--- config.mk ---
export PLATFORM = sky130hd
export DESIGN_NAME = sauria_addr_decoder
export DESIGN_NICKNAME = d
export VERILOG_FILES = /design/src/rtl/sauria_addr_decoder_pkg.sv /design/src/rtl/sauria_addr_decoder_rsp_order_fifo.sv /design/src/rtl/sauria_addr_decoder.sv
export SDC_FILE = /design/constraint.sdc
export NUM_CORES = 1
export LEC_CHECK = 0
export CAP_MARGIN = 20
export CORE_AREA = 3 3 124 126
export DETAILED_ROUTE_END_ITERATION = 10
export DIE_AREA = 0 0 127 129
export GPL_TIMING_DRIVEN = 1
export PLACE_DENSITY = 0.72
export REMOVE_ABC_BUFFERS = 1
export SYNTH_ARGS = -nofsm -noshare
export SYNTH_HDL_FRONTEND = slang
export SYNTH_SLANG_ARGS = --single-unit
export TNS_END_PERCENT = 30
--- constraint.sdc ---
create_clock -name i_clk -period 3.7 [get_ports i_clk]
set_clock_uncertainty 0.05 [all_clocks]
set_input_delay 0.37 -clock i_clk [delete_from_list [all_inputs] [get_ports i_clk]]
set_output_delay 0.37 -clock i_clk [all_outputs]
set_load 0.02 [all_outputs]
--- src/rtl/sauria_addr_decoder_pkg.sv ---
// SAURIA address decoder shared types.
// Target ids, config regions and address-field positions.
package sauria_addr_decoder_pkg;

  typedef enum logic [2:0] {
    TGT_CFG,
    TGT_SRAMA,
    TGT_SRAMB,
    TGT_SRAMC,
    TGT_ERR
  } sauria_tgt_e;

  typedef enum logic [2:0] {
    CFG_REGS,
    CFG_CON,
    CFG_ACT,
    CFG_WEI,
    CFG_OUT
  } cfg_region_e;

  // mem field is mask 000F_0000, region field is mask 0000_FE00
  localparam int MEM_LSB    = 16;
  localparam int MEM_W      = 4;
  localparam int HI_LSB     = 20;
  localparam int REG_LSB    = 9;
  localparam int REG_W      = 7;
  localparam int CFG_OFF_W  = 9;
  localparam int SRAM_OFF_W = 16;

  localparam logic [31:0] ERR_RDATA = 32'hDEAD_BEEF;

  function automatic sauria_tgt_e mem_tgt(
    input logic [MEM_W-1:0] mem
  );
    sauria_tgt_e t;
    case (mem)
      4'd0:    t = TGT_CFG;
      4'd1:    t = TGT_SRAMA;
      4'd2:    t = TGT_SRAMB;
      4'd3:    t = TGT_SRAMC;
      default: t = TGT_ERR;
    endcase
    return t;
  endfunction

endpackage

--- src/rtl/sauria_addr_decoder_rsp_order_fifo.sv ---
// Response-order FIFO for the SAURIA address decoder.
// Holds the target id of each granted request, oldest at head.
module sauria_rsp_order_fifo
  import sauria_addr_decoder_pkg::*;
#(
  parameter int DEPTH = 4
) (
  input  logic                   clk_i,
  input  logic                   rst_ni,
  input  logic                   push_i,
  input  logic                   pop_i,
  input  sauria_tgt_e            data_i,
  output sauria_tgt_e            data_o,
  output logic                   full_o,
  output logic                   empty_o,
  output logic [$clog2(DEPTH):0] count_o
);

  localparam int PW = $clog2(DEPTH);

  sauria_tgt_e   mem_q [DEPTH];
  logic [PW-1:0] wptr_q, rptr_q;
  logic [PW:0]   cnt_q;
  logic          do_push, do_pop;

  assign full_o  = (cnt_q == (PW+1)'(DEPTH));
  assign empty_o = (cnt_q == '0);
  assign count_o = cnt_q;
  assign data_o  = mem_q[rptr_q];
  assign do_push = push_i & ~full_o;
  assign do_pop  = pop_i & ~empty_o;

  always_ff @(posedge clk_i or negedge rst_ni) begin
    if (!rst_ni) begin
      for (int i = 0; i < DEPTH; i++) mem_q[i] <= TGT_CFG;
      wptr_q <= '0;
      rptr_q <= '0;
      cnt_q  <= '0;
    end else begin
      if (do_push) begin
        mem_q[wptr_q] <= data_i;
        wptr_q        <= wptr_q + 1'b1;
      end
      if (do_pop) rptr_q <= rptr_q + 1'b1;
      case ({do_push, do_pop})
        2'b10:   cnt_q <= cnt_q + 1'b1;
        2'b01:   cnt_q <= cnt_q - 1'b1;
        default: cnt_q <= cnt_q;
      endcase
    end
  end

endmodule

--- src/rtl/sauria_addr_decoder.sv ---
// SAURIA responder-side address decoder with in-order responses.
// SAURIA_DEC_ERR_RESP_EN: unmapped accesses return err + DEADBEEF.
module sauria_addr_decoder
  import sauria_addr_decoder_pkg::*;
#(
  parameter int ADDR_W  = 32,
  parameter int DATA_W  = 32,
  parameter int MAX_OUT = 4
) (
  input  logic                   i_clk,
  input  logic                   i_rstn,
  input  logic                   i_req,
  input  logic [ADDR_W-1:0]      i_addr,
  input  logic                   i_we,
  input  logic [DATA_W/8-1:0]    i_be,
  input  logic [DATA_W-1:0]      i_wdata,
  output logic                   o_gnt,
  output logic                   o_rvalid,
  output logic [DATA_W-1:0]      o_rdata,
  output logic                   o_err,
  output logic [3:0]             o_tgt_req,
  input  logic [3:0]             i_tgt_gnt,
  output logic [ADDR_W-1:0]      o_tgt_addr,
  output logic                   o_tgt_we,
  output logic [DATA_W/8-1:0]    o_tgt_be,
  output logic [DATA_W-1:0]      o_tgt_wdata,
  output logic [2:0]             o_cfg_region,
  input  logic [3:0]             i_tgt_rvalid,
  input  logic [3:0][DATA_W-1:0] i_tgt_rdata
);

  localparam int CW = $clog2(MAX_OUT) + 1;

  sauria_tgt_e       sel, head, last_tgt_q;
  logic [MEM_W-1:0]  mem_f;
  logic [REG_W-1:0]  reg_f;
  logic [CW-1:0]     count;
  logic              full, empty, stall, go, push, pop;
  logic              rvalid_q, rvalid_d, err_q, err_d;
  logic [DATA_W-1:0] rdata_q, rdata_d;

  assign o_tgt_we    = i_we;
  assign o_tgt_be    = i_be;
  assign o_tgt_wdata = i_wdata;

  always_comb begin
    mem_f = i_addr[MEM_LSB +: MEM_W];
    reg_f = i_addr[REG_LSB +: REG_W];
    sel   = mem_tgt(mem_f);
    if (|i_addr[ADDR_W-1:HI_LSB]) begin
      sel = TGT_ERR;
    end else if (sel == TGT_CFG && reg_f > REG_W'(CFG_OUT)) begin
      sel = TGT_ERR;
    end
  end

  always_comb begin
    o_tgt_addr   = '0;
    o_cfg_region = '0;
    unique case (1'b1)
      (sel == TGT_CFG): begin
        o_tgt_addr   = ADDR_W'(i_addr[CFG_OFF_W-1:0]);
        o_cfg_region = reg_f[2:0];
      end
      (sel inside {TGT_SRAMA, TGT_SRAMB, TGT_SRAMC}):
        o_tgt_addr = ADDR_W'(i_addr[SRAM_OFF_W-1:0]);
      default: o_tgt_addr = '0;
    endcase
  end

  // one target in flight at a time keeps responses in issue order
  assign stall = full | ((|count) & (sel != last_tgt_q));
  assign go    = i_req & ~stall;

  always_comb begin
    o_tgt_req = '0;
    if (go && sel != TGT_ERR) o_tgt_req[sel[1:0]] = 1'b1;
    if (sel == TGT_ERR) o_gnt = go;
    else o_gnt = o_tgt_req[sel[1:0]] & i_tgt_gnt[sel[1:0]];
  end

  assign push = o_gnt;

  always_comb begin
    pop      = 1'b0;
    rvalid_d = 1'b0;
    rdata_d  = '0;
    err_d    = 1'b0;
    if (!empty) begin
      if (head == TGT_ERR) begin
        pop = 1'b1;
`ifdef SAURIA_DEC_ERR_RESP_EN
        rdata_d = DATA_W'(ERR_RDATA);
        err_d   = 1'b1;
`endif
      end else if (i_tgt_rvalid[head[1:0]]) begin
        pop     = 1'b1;
        rdata_d = i_tgt_rdata[head[1:0]];
      end
      rvalid_d = pop;
    end
  end

  sauria_rsp_order_fifo #(
    .DEPTH (MAX_OUT)
  ) u_order (
    .clk_i   (i_clk),
    .rst_ni  (i_rstn),
    .push_i  (push),
    .pop_i   (pop),
    .data_i  (sel),
    .data_o  (head),
    .full_o  (full),
    .empty_o (empty),
    .count_o (count)
  );

  always_ff @(posedge i_clk or negedge i_rstn) begin
    if (!i_rstn) begin
      rvalid_q   <= 1'b0;
      rdata_q    <= '0;
      err_q      <= 1'b0;
      last_tgt_q <= TGT_CFG;
    end else begin
      rvalid_q <= rvalid_d;
      rdata_q  <= rdata_d;
      err_q    <= err_d;
      if (push) last_tgt_q <= sel;
    end
  end

  assign o_rvalid = rvalid_q;
  assign o_rdata  = rdata_q;
  assign o_err    = err_q;

endmodule
==> results_dict.tcl, run 1 <==
set metrics [dict create \
    drc 0 \
    synth_edf_count 0 \
    crit_slowest_cell "clkdlybuf4s50_1" \
    syn_area_sq_um 3710 \
    grt_first_pass_wirelength_mm 18.6 \
    critPathTopFamily "buffers and inverters" \
    drtIter0Drc 63 \
    postLayoutCellArea_sq_um 6020 \
    post_cts_buffers 0 \
    clkTransAtPathRegs_ns 0.07 \
    antenna_found_initial 0 \
    io_pins 319 \
    hold_viol 0 \
    overflow 0 \
    grt_pass1_vias 3302 \
    fmax_ghz 0.280 \
    start_util_pct 25.8 \
    synth-async-reset-ratio_pct 100 \
    std_cell_rows 44 \
    place_congestion 0.888 \
    viasPerCell 4.54 \
    synth_flop_cell "dfrtp_1" \
    fin_crit_ns 3.57 \
    cts_made_buffers 5 \
    yosysSeqAreaShare_pct 37.0 \
    cts_tree "built" \
    worst-slew-pin-transition_ns 0.703 \
    dr_total_vias 3076 \
    worstPathMaxFanout 7 \
    ant_nets 0 \
    drv_cap 0 \
    ys_ff_latch 55 \
    syn_inst 303 \
    h-tree-depth 2 \
    die-area_sq_um 16400 \
    drt_wl_total_mm 12.7 \
    cp-start-kind "primary input" \
    power_leakage_nw 2.34 \
    fin_util_pct 41.7 \
    final_common_cell "clkdlybuf4s50_1" \
    final_layout_size_suffix_gt1_share_pct 13.4 \
    dp_hpwl_mm 11.1 \
    cts.sinks 55 \
    area_delta_synth_final_pct 62.0 \
    synthDistinctLibCells 44 \
    setup_tns_ns 0 \
    core_area_sq_um 14400 \
    ir_worst_vdd_uv 149 \
    cp_common_cell "clkdlybuf4s50_1" \
    grt_max_degree 33 \
    cts-root-buf "clkbuf_16" \
    grtUsageTotal_pct 15.2 \
    path_class "in -> out" \
    cts_hold_buffers 0 \
    io_buffers 227 \
    mostFrequentLayoutCells "clkdlybuf4s50_1 (226), dfrtp_1 (55), mux4_2 (36)" \
    period_share_pct 96.5 \
    critPathBufInv 3 \
    cp-end-kind "output pin" \
    antenna_cells 0 \
    status "complete, no violations" \
    cp_cell_sequence "clkdlybuf4s50_1, nor4_1, and4_4, mux2_4, a221oi_4, nand2_4, inv_2, clkdlybuf4s50_1" \
    syn_avg_cell_area_sq_um 12.3 \
    relSlewSlack_pct 52.7 \
    worstPathArrival_ns 3.15 \
    power.density_nw_per_um2 308 \
    die_y_microns 129 \
    setup_viol_count_final 0 \
    slowest_delay_ns 0.61 \
    place_area_sq_um 5860 \
    final_nets 707 \
    ctsResizeCount 0 \
    fp.dieW_microns 127 \
    clock_latency_ns 0.29 \
    synth_warnings 0 \
    cp.required_ns 3.28 \
    clock_path_buffers 2 \
    slew_viol_final 0 \
    firstDrtPassIters 6 \
    wl_per_cell_microns 18.8 \
    hp-class "in -> async" \
]
-- state kept, by name (all words and copies together), names as in the netlist --
| register | count |
|---|---|
| u_order.wptr_q | 2 |
| o_rvalid | 1 |
| u_order.count_o | 3 |
| u_order.rptr_q | 2 |
| u_order.mem_q | 12 |
| o_rdata | 32 |
| last_tgt_q | 3 |
-- per-stage QoR --
| stage | hold WS [ns] | total power [W] | worst slack, ns | instances |
|---|---|---|---|---|
| 2_1_floorplan | 0.0244 | 0.00108 | 0.456 | 251 |
| 3_3_place_gp | 0.402 | 0.00137 | 0.236 | 670 |
| 3_5_place_dp | 0.410 | 0.00140 | 0.157 | 670 |
| 4_1_cts | 0.0884 | 0.00188 | 0.138 | 678 |
| 5_1_grt | 0.114 | 0.00198 | -0.0618 | 678 |
| 6_report | 0.0591 | 0.00185 | 0.131 | 678 |
-- per-layer routing --
layer / vias to the layer above / wire length [microns] / global-route usage [%]
met5: - / 85 / 3.82
met3: 12 / 1900 / 9.46
li1: 1391 / - / -
met2: 227 / 6020 / 25.3
met1: 1444 / 4540 / 16.0
met4: 2 / 161 / 3.72
-- worst paths after layout --
path / startpoint / end / slack, ns / depth (start not counted)
max in group asynchronous: i_rstn / u_order.mem_q[1]$_DFFE_PN0P_ / 2.73 / 2
worst min register to register: u_order.mem_q[5]$_DFFE_PN0P_ / u_order.mem_q[5]$_DFFE_PN0P_ / 0.44 / 1
worst max-delay path: i_addr[24] / o_gnt / 0.13 / 8
worst min-delay path: i_rstn / o_rdata[29]$_DFF_PN0_ / 0.06 / 1
min in group i_clk: u_order.mem_q[5]$_DFFE_PN0P_ / u_order.mem_q[5]$_DFFE_PN0P_ / 0.44 / 1
worst max register to register: u_order.rptr_q[0]$_DFFE_PN0P_ / u_order.count_o[2]$_DFFE_PN0P_ / 0.76 / 10
-- logic make-up after synthesis --
logic type	after synthesis	synth area share (%)
AO/OA/AOI/OAI	17	3.37
XOR/XNOR	6	1.41
adder cells (fa/ha/maj)	6	2.22
buffers and inverters	76	13.6
flip-flops	55	37.0
multiplexers	55	27.8
other	1	0.101
AND/OR/NAND/NOR	87	14.4
-- layout make-up --
class / count / area [sq um]
fillers: 1353 / 8410
inverters: 8 / 30.0
multi-input cells: 188 / 1900
well taps: 184 / 230
flip-flops and latches: 55 / 1380
repair buffers: 235 / 2330
clock inverters: 3 / 25.0
clock buffers: 5 / 125
-- report_power, final --
| part | switching, W | internal [W] |
|---|---|---|
| Combinational | 0.000261 | 0.000383 |
| Sequential | 0.0000637 | 0.000665 |
| Clock | 0.000225 | 0.000256 |
-- cells in the mapped netlist, types with 2 or more instances --
cell type / instances / area share [%]
a21oi_1: 2 / 0.27
a31oi_1: 2 / 0.34
and2_1: 16 / 2.7
and3_1: 3 / 0.51
buf_2: 8 / 1.1
buf_4: 54 / 11
clkbuf_1: 4 / 0.40
dfrtp_1: 55 / 37
ha_1: 5 / 1.7
inv_1: 7 / 0.71
mux2_1: 14 / 4.2
mux2_4: 3 / 1.2
mux2i_1: 2 / 0.54
mux4_2: 36 / 22
nand2_1: 3 / 0.30
nand3_2: 4 / 1.1
nand4_1: 2 / 0.34
nor2_1: 11 / 1.1
nor2b_1: 33 / 5.6
nor3_1: 3 / 0.40
nor4_1: 5 / 0.84
o21ai_0: 5 / 0.67
xnor2_1: 3 / 0.71
xor2_1: 3 / 0.71
-- worst register-to-register path, stage by stage, from the launching register on --
cell	delay [ns]
dfrtp_1	0.50
mux4_2	0.58
mux4_2	0.37
a21oi_1	0.04
nor2_1	0.25
ha_1	0.24
inv_1	0.06
fa_1	0.37
xor2_1	0.15
nor2_1	0.11
xor2_1	0.14
Note: power is estimated with default switching activity, not from simulation.
==> inputs of run 2 (changes only) <==
--- a/config.mk
+++ b/config.mk
@@ -9,7 +9,7 @@
 export CORE_AREA = 3 3 124 126
 export DETAILED_ROUTE_END_ITERATION = 10
 export DIE_AREA = 0 0 127 129
-export GPL_TIMING_DRIVEN = 1
+export GPL_TIMING_DRIVEN = 0
 export PLACE_DENSITY = 0.72
 export REMOVE_ABC_BUFFERS = 1
 export SYNTH_ARGS = -nofsm -noshare
==> run 2 against run 1 <==
Net effect: wire length fell by 0.49%; sequential cell count unchanged; die area unchanged.
==> results_dict.tcl, run 2 (same netlist as run 1, synthesis figures left out) <==
set metrics [dict create \
    status "complete, no violations" \
    final_layout_size_suffix_gt1_share_pct 13.4 \
    drv_cap 0 \
    grtUsageTotal_pct 15.1 \
    cp-start-kind "primary input" \
    antenna_cells 0 \
    h-tree-depth 2 \
    rsz0062_at_grt "no" \
    place_congestion 0.820 \
    cts_made_buffers 5 \
    std_cell_rows 44 \
    crit_slowest_cell "clkdlybuf4s50_1" \
    clkTransAtPathRegs_ns 0.07 \
    wl_per_cell_microns 18.7 \
    overflow 0 \
    drc 0 \
    mostFrequentLayoutCells "clkdlybuf4s50_1 (225), dfrtp_1 (55), mux4_2 (36)" \
    ant_nets 0 \
    path_class "in -> out" \
    timing.rr.end "u_order.count_o[2]$_DFFE_PN0P_" \
    reg2regPathDepth 10 \
    drt_wl_total_mm 12.7 \
    core_area_sq_um 14400 \
    setup_tns_ns 0 \
    dr_total_vias 3068 \
    hold_viol 0 \
    cp-end-kind "output pin" \
    hp-class "in -> async" \
    grt_max_degree 35 \
    grt_pass1_vias 3304 \
    cp_cell_sequence "clkdlybuf4s50_1, nor4_2, and4_4, mux2_4, a221oi_4, nand2_4, inv_2, clkdlybuf4s50_1" \
    final_nets 704 \
    start_util_pct 25.8 \
    setup_viol_count_final 0 \
    worstPathArrival_ns 3.15 \
    dp_hpwl_mm 10.9 \
    die_y_microns 129 \
    drtIter0Drc 72 \
    viasPerCell 4.55 \
    firstDrtPassIters 4 \
    power_leakage_nw 2.37 \
    slowest_delay_ns 0.60 \
    cp_common_cell "clkdlybuf4s50_1" \
    clock_path_buffers 2 \
    cts-root-buf "clkbuf_16" \
    cts_tree "built" \
    fp.dieW_microns 127 \
    fin_crit_ns 3.57 \
    cts.sinks 55 \
    ir_worst_vdd_uv 212 \
    clock_latency_ns 0.29 \
    fin_util_pct 42.1 \
    antenna_found_initial 0 \
    io_pins 319 \
    power.density_nw_per_um2 309 \
    relSlewSlack_pct 41.5 \
    period_share_pct 96.5 \
    io_buffers 227 \
    reg2reg_slack_ns 0.35 \
    final_common_cell "clkdlybuf4s50_1" \
    area_delta_synth_final_pct 63.6 \
    largest_reg_flops 32 \
    worstPathMaxFanout 7 \
    r2r_start "u_order.rptr_q[0]$_DFFE_PN0P_" \
    cp.required_ns 3.28 \
    slew_viol_final 0 \
    die-area_sq_um 16400 \
    grt_first_pass_wirelength_mm 18.5 \
    fmax_ghz 0.280 \
    worst-slew-pin-transition_ns 0.878 \
    fillers 1321 \
]
## run 2: changes by cell type in the layout (fill, tap and decap cells not counted), sizes merged
cell | before | now
buf | 9 | 6
clkbuf | 5 | 6
clkdlybuf4s50 | 226 | 225
clkinvlp | 1 | 0
dlymetal6s2s | 0 | 1
## run 2: cell type report
class                           count  area, sq um  area share (%)
Sequential cell                    55         1380            22.6
Tap cell                          184          230            3.79
Clock buffer                        6          139            2.28
Clock inverter                      2         17.5           0.288
Timing Repair Buffer              232         2350            38.7
Multi-Input combinational cell    188         1930            31.8
Inverter                            8         30.0           0.494
## run 2: power breakdown
| group | internal (W) | switching, W |
|---|---|---|
| logic | 0.000390 | 0.000267 |
| clock network | 0.000275 | 0.000221 |
| registers | 0.000665 | 0.0000627 |
| total | 0.00133 | 0.000551 |
## run 2: how the worst max path moves through the flow
stage	from	endpoint	slack, ns	depth (start not counted)
4_1_cts	i_addr[29]	o_gnt	0.02	8
3_3_place_gp	i_addr[17]	o_gnt	-0.06	8
5_1_grt	i_addr[21]	o_gnt	0.03	8
2_1_floorplan	u_order.rptr_q[0]$_DFFE_PN0P_	u_order.count_o[2]$_DFFE_PN0P_	0.46	10
3_5_place_dp	i_addr[29]	u_order.count_o[2]$_DFFE_PN0P_	-0.09	12
6_report	i_addr[21]	o_gnt	0.13	8
## run 2: what timing repair did
| item | in CTS | in global routing |
|---|---|---|
| pin swaps | 0 | 1 |
| cloned | 0 | 0 |
| endpoints found under the setup margin | 1 | 2 |
| hold buffers | 0 | 0 |
| setup buffers | 0 | 2 |
| gates resized for setup | 4 | 4 |
## run 2: stage by stage
stage          hold slack (ns)  instances  setup slack, ns  cell area, sq um  power [W]
2_1_floorplan           0.0244        251            0.456              3300    0.00108
3_3_place_gp             0.419        662          -0.0624              5800    0.00136
3_5_place_dp             0.408        663          -0.0947              5820    0.00139
4_1_cts                 0.0901        671           0.0195              6000    0.00190
5_1_grt                  0.123        675           0.0291              6080    0.00201
6_report                0.0602        675            0.129              6080    0.00188
## run 2: worst max-delay path: cells and delay by family
family / cells / cell delay [ns]
AO/OA/AOI/OAI: 1 / 0.42
AND/OR/NAND/NOR: 3 / 0.93
buffers and inverters: 3 / 1.09
multiplexers: 1 / 0.33
## run 2: metal layers
layer	GRT usage (%)	vias up	part of all wire, %
li1	-	1389	-
met1	16.1	1437	36
met2	25.1	228	47
met3	9.51	12	16
met4	3.41	2	1.1
met5	3.82	-	0.67
